$ cat src/rtl/rx_iq_arbiter.sv
// rx_iq_arbiter: voice and spectrum IQ samples each queue in their own FIFO and
// share one registered output port. Voice has priority; a saturating wait
// counter forces a spectrum grant after SPEC_MAX_WAIT voice grants in a row.

// Single-clock FIFO with wrap-around pointers and a one-bit-wider count, so
// full and empty are distinguished by the count difference.
module rx_iq_fifo #(
    parameter int DEPTH = 4,
    parameter int WIDTH = 32
) (
    input  logic                   clk_in,
    input  logic                   rst_in,
    input  logic                   push_i,
    input  logic                   pop_i,
    input  logic [WIDTH-1:0]       wdata_i,
    output logic [WIDTH-1:0]       rdata_o,
    output logic [$clog2(DEPTH):0] level_o,
    output logic                   empty_o,
    output logic                   drop_o
);
    localparam int AW = $clog2(DEPTH);
    localparam int CW = AW + 1;

    logic [WIDTH-1:0] mem_q [DEPTH];
    logic [CW-1:0]    wr_cnt_q, wr_cnt_d;
    logic [CW-1:0]    rd_cnt_q, rd_cnt_d;
    logic             full;
    logic             push_ok;

    assign level_o = wr_cnt_q - rd_cnt_q;
    assign empty_o = (level_o == '0);
    assign full    = (level_o == CW'(DEPTH));
    assign rdata_o = mem_q[rd_cnt_q[AW-1:0]];

    // Push acceptance, drop detection and next pointer values.
    // NOTE: every signal assigned here is given a value on every path; a missed branch would infer a latch.
    always_comb begin
        // A full FIFO still takes the push when its head leaves at the same edge.
        push_ok  = push_i && (!full || pop_i);
        drop_o   = push_i && full && !pop_i;
        wr_cnt_d = push_ok ? wr_cnt_q + CW'(1) : wr_cnt_q;
        rd_cnt_d = pop_i   ? rd_cnt_q + CW'(1) : rd_cnt_q;
    end

    // Pointer registers; reset empties the FIFO.
    // NOTE: sequential state uses non-blocking assignments so every register samples pre-edge values.
    always_ff @(posedge clk_in or posedge rst_in) begin
        if (rst_in) begin
            wr_cnt_q <= '0;
            rd_cnt_q <= '0;
        end else begin
            wr_cnt_q <= wr_cnt_d;
            rd_cnt_q <= rd_cnt_d;
        end
    end

    // Sample storage written at the tail.
    // NOTE: storage has no reset; the pointers alone decide which entries are live.
    always_ff @(posedge clk_in) begin
        if (push_ok) begin
            mem_q[wr_cnt_q[AW-1:0]] <= wdata_i;
        end
    end
endmodule

module rx_iq_arbiter #(
    parameter int DEPTH         = 4,
    parameter int SPEC_MAX_WAIT = 3
) (
    input  logic                   clk_in,
    input  logic                   rst_in,
    input  logic signed [15:0]     VOICE_I,
    input  logic signed [15:0]     VOICE_Q,
    input  logic                   voice_valid,
    input  logic signed [15:0]     SPEC_I,
    input  logic signed [15:0]     SPEC_Q,
    input  logic                   spec_valid,
    input  logic                   out_ready,
    input  logic                   ovf_clear,
    output logic signed [15:0]     out_I,
    output logic signed [15:0]     out_Q,
    output logic                   out_src,
    output logic                   out_valid,
    output logic [$clog2(DEPTH):0] voice_level,
    output logic [$clog2(DEPTH):0] spec_level,
    output logic                   voice_overflow,
    output logic                   spec_overflow
);
    localparam int WW = (SPEC_MAX_WAIT < 1) ? 1 : $clog2(SPEC_MAX_WAIT + 1);
    localparam logic [WW-1:0] WAIT_MAX = WW'(SPEC_MAX_WAIT);

    logic [31:0]   v_rdata, s_rdata;
    logic          v_empty, s_empty;
    logic          v_drop, s_drop;
    logic          load, grant_v, grant_s;

    logic [31:0]   out_data_q, out_data_d;
    logic          out_src_q, out_src_d;
    logic          out_valid_q, out_valid_d;
    logic [WW-1:0] spec_wait_q, spec_wait_d;
    logic          v_ovf_q, v_ovf_d;
    logic          s_ovf_q, s_ovf_d;

    rx_iq_fifo #(.DEPTH(DEPTH), .WIDTH(32)) u_voice_fifo (
        .clk_in  (clk_in),
        .rst_in  (rst_in),
        .push_i  (voice_valid),
        .pop_i   (grant_v),
        .wdata_i ({VOICE_I, VOICE_Q}),
        .rdata_o (v_rdata),
        .level_o (voice_level),
        .empty_o (v_empty),
        .drop_o  (v_drop)
    );

    rx_iq_fifo #(.DEPTH(DEPTH), .WIDTH(32)) u_spec_fifo (
        .clk_in  (clk_in),
        .rst_in  (rst_in),
        .push_i  (spec_valid),
        .pop_i   (grant_s),
        .wdata_i ({SPEC_I, SPEC_Q}),
        .rdata_o (s_rdata),
        .level_o (spec_level),
        .empty_o (s_empty),
        .drop_o  (s_drop)
    );

    // Grant decision: voice first unless spectrum has waited its maximum.
    always_comb begin
        load    = !out_valid_q || out_ready;
        grant_s = load && !s_empty && (v_empty || (spec_wait_q == WAIT_MAX));
        grant_v = load && !v_empty && !grant_s;
    end

    // Next output register, starvation counter and sticky overflow flags.
    always_comb begin
        out_data_d  = out_data_q;
        out_src_d   = out_src_q;
        out_valid_d = out_valid_q;
        spec_wait_d = spec_wait_q;

        if (grant_v) begin
            out_data_d  = v_rdata;
            out_src_d   = 1'b0;
            out_valid_d = 1'b1;
        end else if (grant_s) begin
            out_data_d  = s_rdata;
            out_src_d   = 1'b1;
            out_valid_d = 1'b1;
        end else if (load) begin
            // Nothing queued: the held word was consumed (or never valid).
            out_valid_d = 1'b0;
        end

        if (s_empty || grant_s) begin
            spec_wait_d = '0;
        end else if (grant_v && (spec_wait_q != WAIT_MAX)) begin
            spec_wait_d = spec_wait_q + WW'(1);
        end

        // Clear wins over a drop in the same cycle.
        v_ovf_d = ovf_clear ? 1'b0 : (v_ovf_q | v_drop);
        s_ovf_d = ovf_clear ? 1'b0 : (s_ovf_q | s_drop);
    end

    // Output, wait counter and flag registers.
    always_ff @(posedge clk_in or posedge rst_in) begin
        if (rst_in) begin
            out_data_q  <= '0;
            out_src_q   <= 1'b0;
            out_valid_q <= 1'b0;
            spec_wait_q <= '0;
            v_ovf_q     <= 1'b0;
            s_ovf_q     <= 1'b0;
        end else begin
            out_data_q  <= out_data_d;
            out_src_q   <= out_src_d;
            out_valid_q <= out_valid_d;
            spec_wait_q <= spec_wait_d;
            v_ovf_q     <= v_ovf_d;
            s_ovf_q     <= s_ovf_d;
        end
    end

    assign out_I          = out_data_q[31:16];
    assign out_Q          = out_data_q[15:0];
    assign out_src        = out_src_q;
    assign out_valid      = out_valid_q;
    assign voice_overflow = v_ovf_q;
    assign spec_overflow  = s_ovf_q;
endmodule
$ cat config.mk
export PLATFORM = sky130hd
export DESIGN_NAME = rx_iq_arbiter
export DESIGN_NICKNAME = d
export VERILOG_FILES = /design/src/rtl/rx_iq_arbiter.sv
export SDC_FILE = /design/constraint.sdc
export NUM_CORES = 1
export LEC_CHECK = 0
export ABC_AREA = 1
export CORE_MARGIN = 5
export CORE_UTILIZATION = 42
export DETAILED_ROUTE_END_ITERATION = 10
export SYNTH_ARGS = -nofsm -noshare
export SYNTH_HDL_FRONTEND = slang
export SYNTH_HIERARCHICAL = 1
export SYNTH_SLANG_ARGS = --single-unit
$ cat constraint.sdc
create_clock -name clk_in -period 4.3 [get_ports clk_in]
set_clock_uncertainty 0.05 [all_clocks]
set_input_delay 0.86 -clock clk_in [delete_from_list [all_inputs] [get_ports clk_in]]
set_output_delay 0.86 -clock clk_in [all_outputs]
set_load 0.01 [all_outputs]
After elaboration in Yosys (flattened, before gate mapping):

Memory sizes are Yosys's and may differ from the RTL's.
Index checks and enable logic that the tools add are counted.

* memories kept: 2
* bits of input ports: 70
* RAM bits: 256
* bits in registers: 50
* logic and storage cells: 68

* bitwise logic cells: 2
* mux-type cells: 15
* reductions and logical operators: 28
* equal/unequal tests: 4
* add/sub/neg operators: 7

Memories
* u_spec_fifo.mem_q: words 4, bits a word 32, rd ports 1, clocked after memory_dff 0, wr ports 1, RTL line 24 `logic [WIDTH-1:0] mem_q [DEPTH];`
* u_voice_fifo.mem_q: words 4, bits a word 32, rd ports 1, clocked after memory_dff 0, wr ports 1, RTL line 24

Operator list (count)
* 32-bit 2-to-1 mux: 2
* 3-bit by 1-bit adder with 3-bit output, second input constant: 4
* 1-bit logical AND: 11
* 1-bit 2-to-1 mux: 11
* 1-bit logical NOT: 7
* 3-bit equality test, second input constant: 2
* 3-bit logical NOT: 2
* 3-bit subtractor: 2
* 1-bit logical OR: 5
* 2-bit 2-to-1 mux: 2
* 2-bit nonzero test: 2
* 3-bit nonzero test: 1
* 2-bit by 1-bit adder with 2-bit output, second input constant: 1
* 2-bit equality test, second input constant: 1
* 2-bit inequality test, second input constant: 1
* 1-bit OR: 2

Longest topological paths before layout:

Gate-level depths: netlist (run 1).

* depth in word-level cells: 11
* depth in mapped cells: 18
* gate-level depth less buffers: 17

By module:

The synthesis (run 1) kept the hierarchy.

By module, submodules not included
* rx_iq_fifo: area each 5216.3 µm², times used 2, cells an instance 369
* rx_iq_arbiter: area each 2093.3 µm², times used 1, cells an instance 303

Worst setup path after synthesis (run 1):

No wires, ideal clock.

* path type: register to register
* from: register u_spec_fifo.wr_cnt_q[0]
* to: memory u_voice_fifo.mem_q[0][0], enable pin
* arrival time: 3.737 ns
* slack: 0.092 ns
* cell stages (with the launch flop): 18
* period minus slack after synthesis: 4.208 ns
* cell sequence: dfrtp_1 inv_1 ha_1 fa_1 inv_1 nand2_2 nand2_1 inv_1 nor2_1 inv_1 o21ai_4 nand2_2 buf_2 inv_1 nor2_1 nand3_4 nand2_4 nor2_1

* cells in the longest elaborated chain, start to end: 11

Ends and longest elaborated chain
* start, declared: RTL line 25 `logic [CW-1:0] wr_cnt_q, wr_cnt_d;`
* start signal, assigned: RTL line 52 `wr_cnt_q <= wr_cnt_d;`
* 3-bit subtractor: RTL line 30 `assign level_o = wr_cnt_q - rd_cnt_q;`
* named net spec_level[2]: RTL line 85 `output logic [$clog2(DEPTH):0] spec_level,`
* 3-bit logical NOT: RTL line 31 `assign empty_o = (level_o == '0);`
* named net s_empty: RTL line 93 `logic v_empty, s_empty;`
* 1-bit logical NOT: RTL line 131 `grant_s = load && !s_empty && (v_empty || (spec_wait_q == WAIT_MAX));`
* 1-bit logical AND (2 in series): RTL line 131
* 1-bit logical NOT: RTL line 132 `grant_v = load && !v_empty && !grant_s;`
* 1-bit logical AND: RTL line 132
* named net grant_v: RTL line 95 `logic load, grant_v, grant_s;`
* 1-bit logical OR: RTL line 39 `push_ok = push_i && (!full || pop_i);`
* 1-bit logical AND: RTL line 39
* 1-bit 2-to-1 mux: RTL line 60 `if (push_ok) begin`
* 1-bit 2-to-1 mux (not written as such): RTL line 61 `mem_q[wr_cnt_q[AW-1:0]] <= wdata_i;`
* end, declared: RTL line 24

The timed path passes the listed nets, and every way through them passes these cells.

Worst setup path in the final report (run 1):

* from: register u_voice_fifo.wr_cnt_q[0]
* to: memory u_voice_fifo.mem_q[2][21], enable pin

* cells in the longest elaborated chain, start to end: 10

Ends and longest elaborated chain (RTL line)
* start, declared: 25
* start signal, assigned: 52
* 3-bit subtractor (*): 30
* 3-bit logical NOT (*): 31
* named net v_empty: 93
* 1-bit logical OR: 131
* 1-bit logical AND: 131
* 1-bit logical NOT: 132
* 1-bit logical AND (*): 132
* named net grant_v: 95
* 1-bit logical OR (*): 39
* 1-bit logical AND (*): 39
* 1-bit 2-to-1 mux (*): 60
* 1-bit 2-to-1 mux (not written as such) (*): 61

Mark *: on every way through the listed nets, which the timed path passes. The rest lies on a longest branch.

==> results of run 1 <==
==> metrics by stage <==
step,hold WS (ns),setup slack [ns],power [mW],std cells,utilization [%]
5_1_grt,0.450,0.0510,12.7,1566,51.0
6_report,0.428,0.405,11.9,1566,51.0
3_5_place_dp,0.415,0.428,9.08,1505,47.2
2_1_floorplan,0.413,0.0921,7.51,1041,-
4_1_cts,0.432,0.416,12.0,1566,51.0
3_3_place_gp,0.416,0.538,9.03,1505,47.2
==> worst register-to-register path: stages, from the launching register on <==
cell	delay, ns
dfrtp_1	0.39
inv_1	0.11
ha_1	0.22
fa_1	0.40
nand3_2	0.12
nand2_1	0.06
inv_1	0.07
nor2_1	0.11
o21ai_4	0.72
nand2_2	0.11
inv_1	0.17
nor2_1	0.10
nand3_4	0.13
nand2_4	0.08
nor2_2	0.47
buf_12	0.27
==> metal layers <==
layer  vias to the layer above  wire length (um)
met1                      3840             12800
met4                         0               776
met5                         -                 0
met2                       225             12500
met3                        47              1670
li1                       3839                 -
==> cell families (layout without fill, tap and decap cells) <==
family	count (synthesis)	after routing
and+or+nand+nor	357	357
DFF	306	306
adders and majority gates	15	15
buffers and inverters	160	295
xor gates and xnor gates	5	5
AOI/OAI and AO/OA	198	198
==> power groups by stage <==
| stage | clock network, mW | registers (mW) | logic (mW) |
|---|---|---|---|
| 2_1_floorplan | 0 | 4.49 | 3.01 |
| 3_3_place_gp | 0 | 4.46 | 4.57 |
| 3_5_place_dp | 0 | 4.46 | 4.61 |
| 4_1_cts | 2.93 | 4.41 | 4.64 |
| 5_1_grt | 3.05 | 4.48 | 5.13 |
| 6_report | 2.86 | 4.41 | 4.58 |
==> synthesized netlist by cell type, drive strengths merged <==
cell,count,area (um^2)
fa,2,40.0
ha,13,163
buf,45,300
o21ai,132,672
nand3,75,410
dfrtp,50,1250
nor2,145,544
inv,107,412
a22oi,1,12.5
nor3,1,5.00
a21oi,1,8.76
clkbuf,8,30.0
edfxtp,256,7690
xor2,5,43.8
o22ai,64,400
nand2,135,539
nand4,1,6.26
==> cell usage in the layout (no fill, tap or decap), types with 2 or more instances in the layout <==
cell type          n
dfrtp_1           48
inv_6              3
clkinv_2           4
nand3_4            2
inv_1             98
inv_2              7
o21ai_1           56
nand2_2            7
nand2_4            2
nand2_1          126
nor2_2             6
xor2_1             5
o21ai_0           75
nand3_2            2
clkbuf_16         35
clkbuf_1          10
buf_4             15
fa_1               2
clkbuf_8           6
bufinv_16          3
clkdlybuf4s50_1  111
nor2_1           139
o22ai_1           64
ha_1              13
clkinv_1           2
edfxtp_1         256
nand3_1           71
dfrtp_2            2
==> cell type report <==
cell class	count	area, um^2	area share, %
inverter	107	412	2.73
timing repair buffer	127	1240	8.25
multi-input combinational	575	2860	19.0
sequential	306	8940	59.3
tap	390	488	3.24
clock buffer	51	996	6.61
clock inverter	10	126	0.839
==> registers in the layout (all words and copies together), names as in the netlist <==
| signal | count |
|---|---|
| u_spec_fifo/mem_q | 128 |
| u_spec_fifo/wr_cnt_q | 3 |
| spec_wait_q | 2 |
| u_voice_fifo/wr_cnt_q | 3 |
| out_valid | 1 |
| u_voice_fifo/rd_cnt_q | 3 |
| u_spec_fifo/rd_cnt_q | 3 |
| u_voice_fifo/mem_q | 128 |
| out_src | 1 |
| voice_overflow | 1 |
| spec_overflow | 1 |
| out_data_q | 32 |
==> final timing paths <==
| path | from | end | slack, ns | cells after the start |
|---|---|---|---|---|
| setup / recovery | u_voice_fifo/wr_cnt_q[0] | u_voice_fifo/mem_q[2][21] | 0.40 | 15 |
| hold / removal | out_data_q[19] | out_data_q[19] | 0.43 | 2 |
| setup reg to reg | u_voice_fifo/wr_cnt_q[0] | u_voice_fifo/mem_q[2][21] | 0.40 | 15 |
| hold reg to reg | out_data_q[19] | out_data_q[19] | 0.43 | 2 |
| max in group asynchronous | rst_in | out_data_q[15] | 2.76 | 2 |
| min in group asynchronous | rst_in | u_voice_fifo/rd_cnt_q[2] | 0.68 | 2 |
==> key figures, run 1 <==
Outcome
  – Status: finished, final reports clean

Global routing
  – Met1 Usage GRT: 23.4%
  – Met2 Resource Use GR: 25.3%
  – Largest net degree at the start of global routing: 68
  – M3 GR Usage: 3.51%
  – Gr ovfl total: 0
  – First-pass GRT wire length: 43000 um
  – Busiest layer in global routing: met2
  – Initial antenna violation count: 0
  – Vias in the first global route: 7695
  – Total GRT Usage: 16.4%

Timing
  – Period utilization: 90.6%
  – Fin. max-slew vios: 0
  – Rel. slew slack: 41.9%
  – F_max: 257 MHz
  – Final setup violation count: 0
  – Slew @ Worst Pin: 0.868 ns
  – RSZ-0062 raised after global routing: no
  – Setup TNS: 0 ns
  – Final Hold Viols: 0
  – Minimum clock period: 3.90 ns

Drt
  – Drt first pass iters: 5
  – Vias: 7951
  – Drc violations: 0
  – WL/cell: 17.8 um
  – Drt total wl: 27800 um
  – ANT nets after route: 0
  – Initial drt markers: 667
  – Vias per std cell: 5.08

Pwr
  – Max VDD drop: 0.395 mV
  – Comb pwr share: 38.6%
  – Int Pwr: 7.46 mW
  – Clock power frac: 24.2%
  – Sw frac: 37.0%
  – Sw power: 4.39 mW
  – Pleak: 5.75 nW
  – Sequential Power Share: 37.2%
  – Cell area power density: 787 mW/mm^2

Floorplan
  – Number of I/O pins: 112
  – Row Count: 63
  – Initial Util: 42.4%
  – Full die area: 0.0334 mm^2
  – Die Wd: 183 um
  – Core Region: 0.0296 mm^2
  – Die H: 183 um

Worst hold path
  – Class of the worst hold path: flip-flop to flip-flop

Worst setup path
  – Crit-path slowest cell: o21ai_4
  – Cell family with most CP delay: simple AND/OR/NAND/NOR gates
  – Crit-path cells: inv_1 -> ha_1 -> fa_1 -> nand3_2 -> nand2_1 -> inv_1 -> nor2_1 -> o21ai_4 -> nand2_2 -> inv_1 -> nor2_1 -> nand3_4 -> nand2_4 -> nor2_2 -> buf_12
  – WS Path Type: flip-flop to flip-flop
  – Most frequent CP cell: inv_1
  – Crit path largest cell delay: 0.72 ns
  – Worst Path Max Fanout: 36
  – Worst path bufs/invs: 4
  – Critical Path Sink Type: flip-flop
  – Setup crit start kind: flip-flop
  – Worst path required time: 4.43 ns
  – Critical path arrival: 4.03 ns

Finish
  – Layout cell share with drive strength beyond 1: 8.33%
  – Fillers: 2583
  – Final Cell Area: 0.0151 mm^2
  – Nets@finish: 1236
  – N_diodes: 0
  – Synth-to-layout area growth: 20.3%

Place
  – Post-DP HPWL: 17100 um
  – IO buf count: 111
  – RePlAce Congestion: 0.860
  – Post-DP Area: 0.0139 mm^2

Yosys
  – Average size of a mapped cell: 12.0 um^2
  – Synth Net Count: 1126
  – Largest family of logic cells by synthesized area: simple AND/OR/NAND/NOR gates
  – Synthesized cell area: 0.0125 mm^2
  – Synth Area in XOR/XNOR: 0.350%
  – Multiplexer share of the synthesized area: 0%
  – Post-Synthesis Cells: 1041
  – Synth Area in Adders: 1.62%
  – Number of synthesized register bits: 306
  – Compound-cell area share of the yosys netlist: 8.73%
  – Post-Synth Simple-Gate Area: 12.0%
  – Ys Warns: 6
  – Sequential area share after synthesis: 71.4%
  – Yosys cell types: 27

Clocking
  – Clock buffer count from CTS: 34
  – Post-CTS setup buffers: 0
  – Clock Path Buffers: 3
  – Clk_lat worst skew: 0.50 ns
  – Sink Count: 306
  – H-tree depth: 2
  – CTS Hold Bufs: 0
  – Post-CTS sizing: 0
  – CTS tree: built
  – Root Driver: clkbuf_16
  – Clk slew on worst S/H paths: 0.06 ns

Job
  – Max-cap violation count: 0
(Power assumes the default switching activity.)
==> inputs of run 2 (changes only) <==
--- a/config.mk
+++ b/config.mk
@@ -6,6 +6,7 @@
 export NUM_CORES = 1
 export LEC_CHECK = 0
 export ABC_AREA = 1
+export CAP_MARGIN = 0
 export CORE_MARGIN = 5
 export CORE_UTILIZATION = 42
 export DETAILED_ROUTE_END_ITERATION = 10
==> results of run 2 <==
Same layout as run 1: the final DEF is identical, and so are final timing and power.
==> inputs of run 3 (changes only) <==
==> constraint.sdc (replaced) <==
create_clock -name clk_in -period 4.15 [get_ports clk_in]
set_clock_uncertainty 0.05 [all_clocks]
set_input_delay 0.83 -clock clk_in [delete_from_list [all_inputs] [get_ports clk_in]]
set_output_delay 0.83 -clock clk_in [all_outputs]
set_load 0.01 [all_outputs]
==> key figures, run 3 (synthesis results as in run 1) <==
Global routing
  – Largest net degree at the start of global routing: 68
  – Vias in the first global route: 7994
  – First-pass GRT wire length: 43700 um
  – Initial antenna violation count: 0
  – Gr ovfl total: 0
  – Total GRT Usage: 16.5%

Clocking
  – Root Driver: clkbuf_16
  – Post-CTS setup buffers: 0
  – Clk_lat worst skew: 0.56 ns
  – Clk slew on worst S/H paths: 0.06 ns
  – Sink Count: 306
  – Post-CTS sizing: 0
  – Clock Path Buffers: 3
  – H-tree depth: 1
  – CTS tree: built
  – Clock buffer count from CTS: 31
  – CTS Hold Bufs: 0

Worst hold path
  – Class of the worst hold path: flip-flop to flip-flop
  – Hold path depth: 2
  – Worst Hold Endpoint: out_data_q[22]
  – HP Start: out_data_q[22]

Drt
  – Initial drt markers: 570
  – Drc violations: 0
  – Vias per std cell: 5.13
  – WL/cell: 17.9 um
  – Drt first pass iters: 5
  – Vias: 8037
  – ANT nets after route: 0
  – Drt total wl: 28100 um

Timing
  – Rel. slew slack: 50.5%
  – Slew @ Worst Pin: 0.743 ns
  – Fin. max-slew vios: 0
  – Setup TNS: 0 ns
  – Final Hold Viols: 0
  – F_max: 298 MHz
  – RSZ-0062 raised after global routing: no
  – Final setup violation count: 0
  – Period utilization: 80.8%
  – Minimum clock period: 3.35 ns

Worst setup path
  – Setup crit start kind: flip-flop
  – Crit-path slowest cell: clkdlybuf4s50_1
  – Critical Path Sink Type: primary output
  – Crit path depth: 7
  – Worst path required time: 3.27 ns
  – Cell family with most CP delay: buffers and inverters
  – FF-to-FF End: u_voice_fifo/mem_q[3][3]
  – Crit-path cells: inv_1 -> ha_1 -> fa_1 -> nand3_2 -> nand2_1 -> inv_1 -> clkdlybuf4s50_1
  – WS Path Type: flip-flop to primary output
  – Most frequent CP cell: inv_1
  – R2R Setup Slk: 0.80 ns
  – Crit path largest cell delay: 0.53 ns
  – Critical path arrival: 2.47 ns
  – R2R cell count: 16
  – Worst path bufs/invs: 3
  – Worst Path Max Fanout: 4
  – Worst R2R Start: u_voice_fifo/wr_cnt_q[0]

Finish
  – Layout cell share with drive strength beyond 1: 8.33%
  – Most frequent cells in the layout: edfxtp_1 (256), nor2_1 (139), nand2_1 (126), clkdlybuf4s50_1 (111), inv_1 (98)
  – End-of-flow core utilization: 50.7%
  – Fillers: 2592
  – Synth-to-layout area growth: 19.5%
  – Post-Layout Cell Count: 1567
  – N_diodes: 0
  – Nets@finish: 1237
  – Final Cell Area: 0.0150 mm^2
  – Leading cell type in the layout, fill and taps excluded: edfxtp_1

Place
  – RePlAce Congestion: 0.846
  – Placed Instances: 1509
  – Post-DP HPWL: 17400 um
  – IO buf count: 111
  – Post-DP Area: 0.0140 mm^2

Floorplan
  – Number of I/O pins: 112
  – Die H: 183 um
  – Core Region: 0.0296 mm^2
  – Row Count: 63
  – Full die area: 0.0334 mm^2
  – Die Wd: 183 um
  – Initial Util: 42.4%

Job
  – Max-cap violation count: 0

Pwr
  – Max VDD drop: 0.358 mV
  – Pleak: 5.71 nW
  – Cell area power density: 806 mW/mm^2

Outcome
  – Status: finished, final reports clean
[run 3: changes by cell type in the layout (fill, tap and decap cells not counted), sizes merged]
cell    change
buf         +4
clkinv      +7
inv         +1
clkbuf     -11
[run 3: metal layers]
layer	part of all wire (%)	routed length, um	global-route usage, %	vias up
met3	4.9	1390	2.75	48
met5	0	0	0	-
li1	-	-	-	3849
met4	2.8	777	4.86	0
met2	46	12900	26.2	187
met1	46	13000	23.6	3953
[run 3: layout make-up]
cell class | instances | area [um^2] | share of cell area (%)
Timing Repair Buffer | 131 | 1260 | 8.42
Clock buffer | 40 | 840 | 5.61
Clock inverter | 18 | 173 | 1.15
Tap cell | 390 | 488 | 3.26
Sequential cell | 306 | 8940 | 59.7
Inverter | 107 | 412 | 2.75
Multi-Input combinational cell | 575 | 2860 | 19.1
[run 3: worst max path at each step]
stage,to,slack (ns),from
3_5_place_dp,u_voice_fifo/mem_q[3][3],0.80,u_voice_fifo/wr_cnt_q[0]
4_1_cts,spec_level[2],0.76,u_spec_fifo/wr_cnt_q[0]
5_1_grt,u_voice_fifo/mem_q[3][15],0.48,u_voice_fifo/wr_cnt_q[0]
6_report,spec_level[2],0.80,u_spec_fifo/wr_cnt_q[0]
2_1_floorplan,u_voice_fifo/mem_q[0][0],-0.06,u_spec_fifo/wr_cnt_q[0]
3_3_place_gp,u_voice_fifo/mem_q[1][2],0.87,u_voice_fifo/wr_cnt_q[0]
[run 3: through the flow]
step	hold WS [ns]	setup slack (ns)	power, mW
finish	0.433	0.796	12.1
global route	0.486	0.482	12.9
CTS	0.438	0.758	12.2
detailed placement	0.418	0.798	9.43
global placement	0.420	0.868	9.35
floorplan	0.413	-0.0579	7.78
[run 3: worst min-delay path: stages, from the launching register on]
cell	delay [ns]
dfrtp_1	0.35
nand2_1	0.05
nand2_1	0.05
[run 3: report_power, final]
group	leakage [nW]	switching [mW]	internal, mW
Combinational	2.27	3.08	1.65
Sequential	2.95	0.332	4.26
Clock	0.500	1.14	1.61
Total	5.71	4.55	7.52
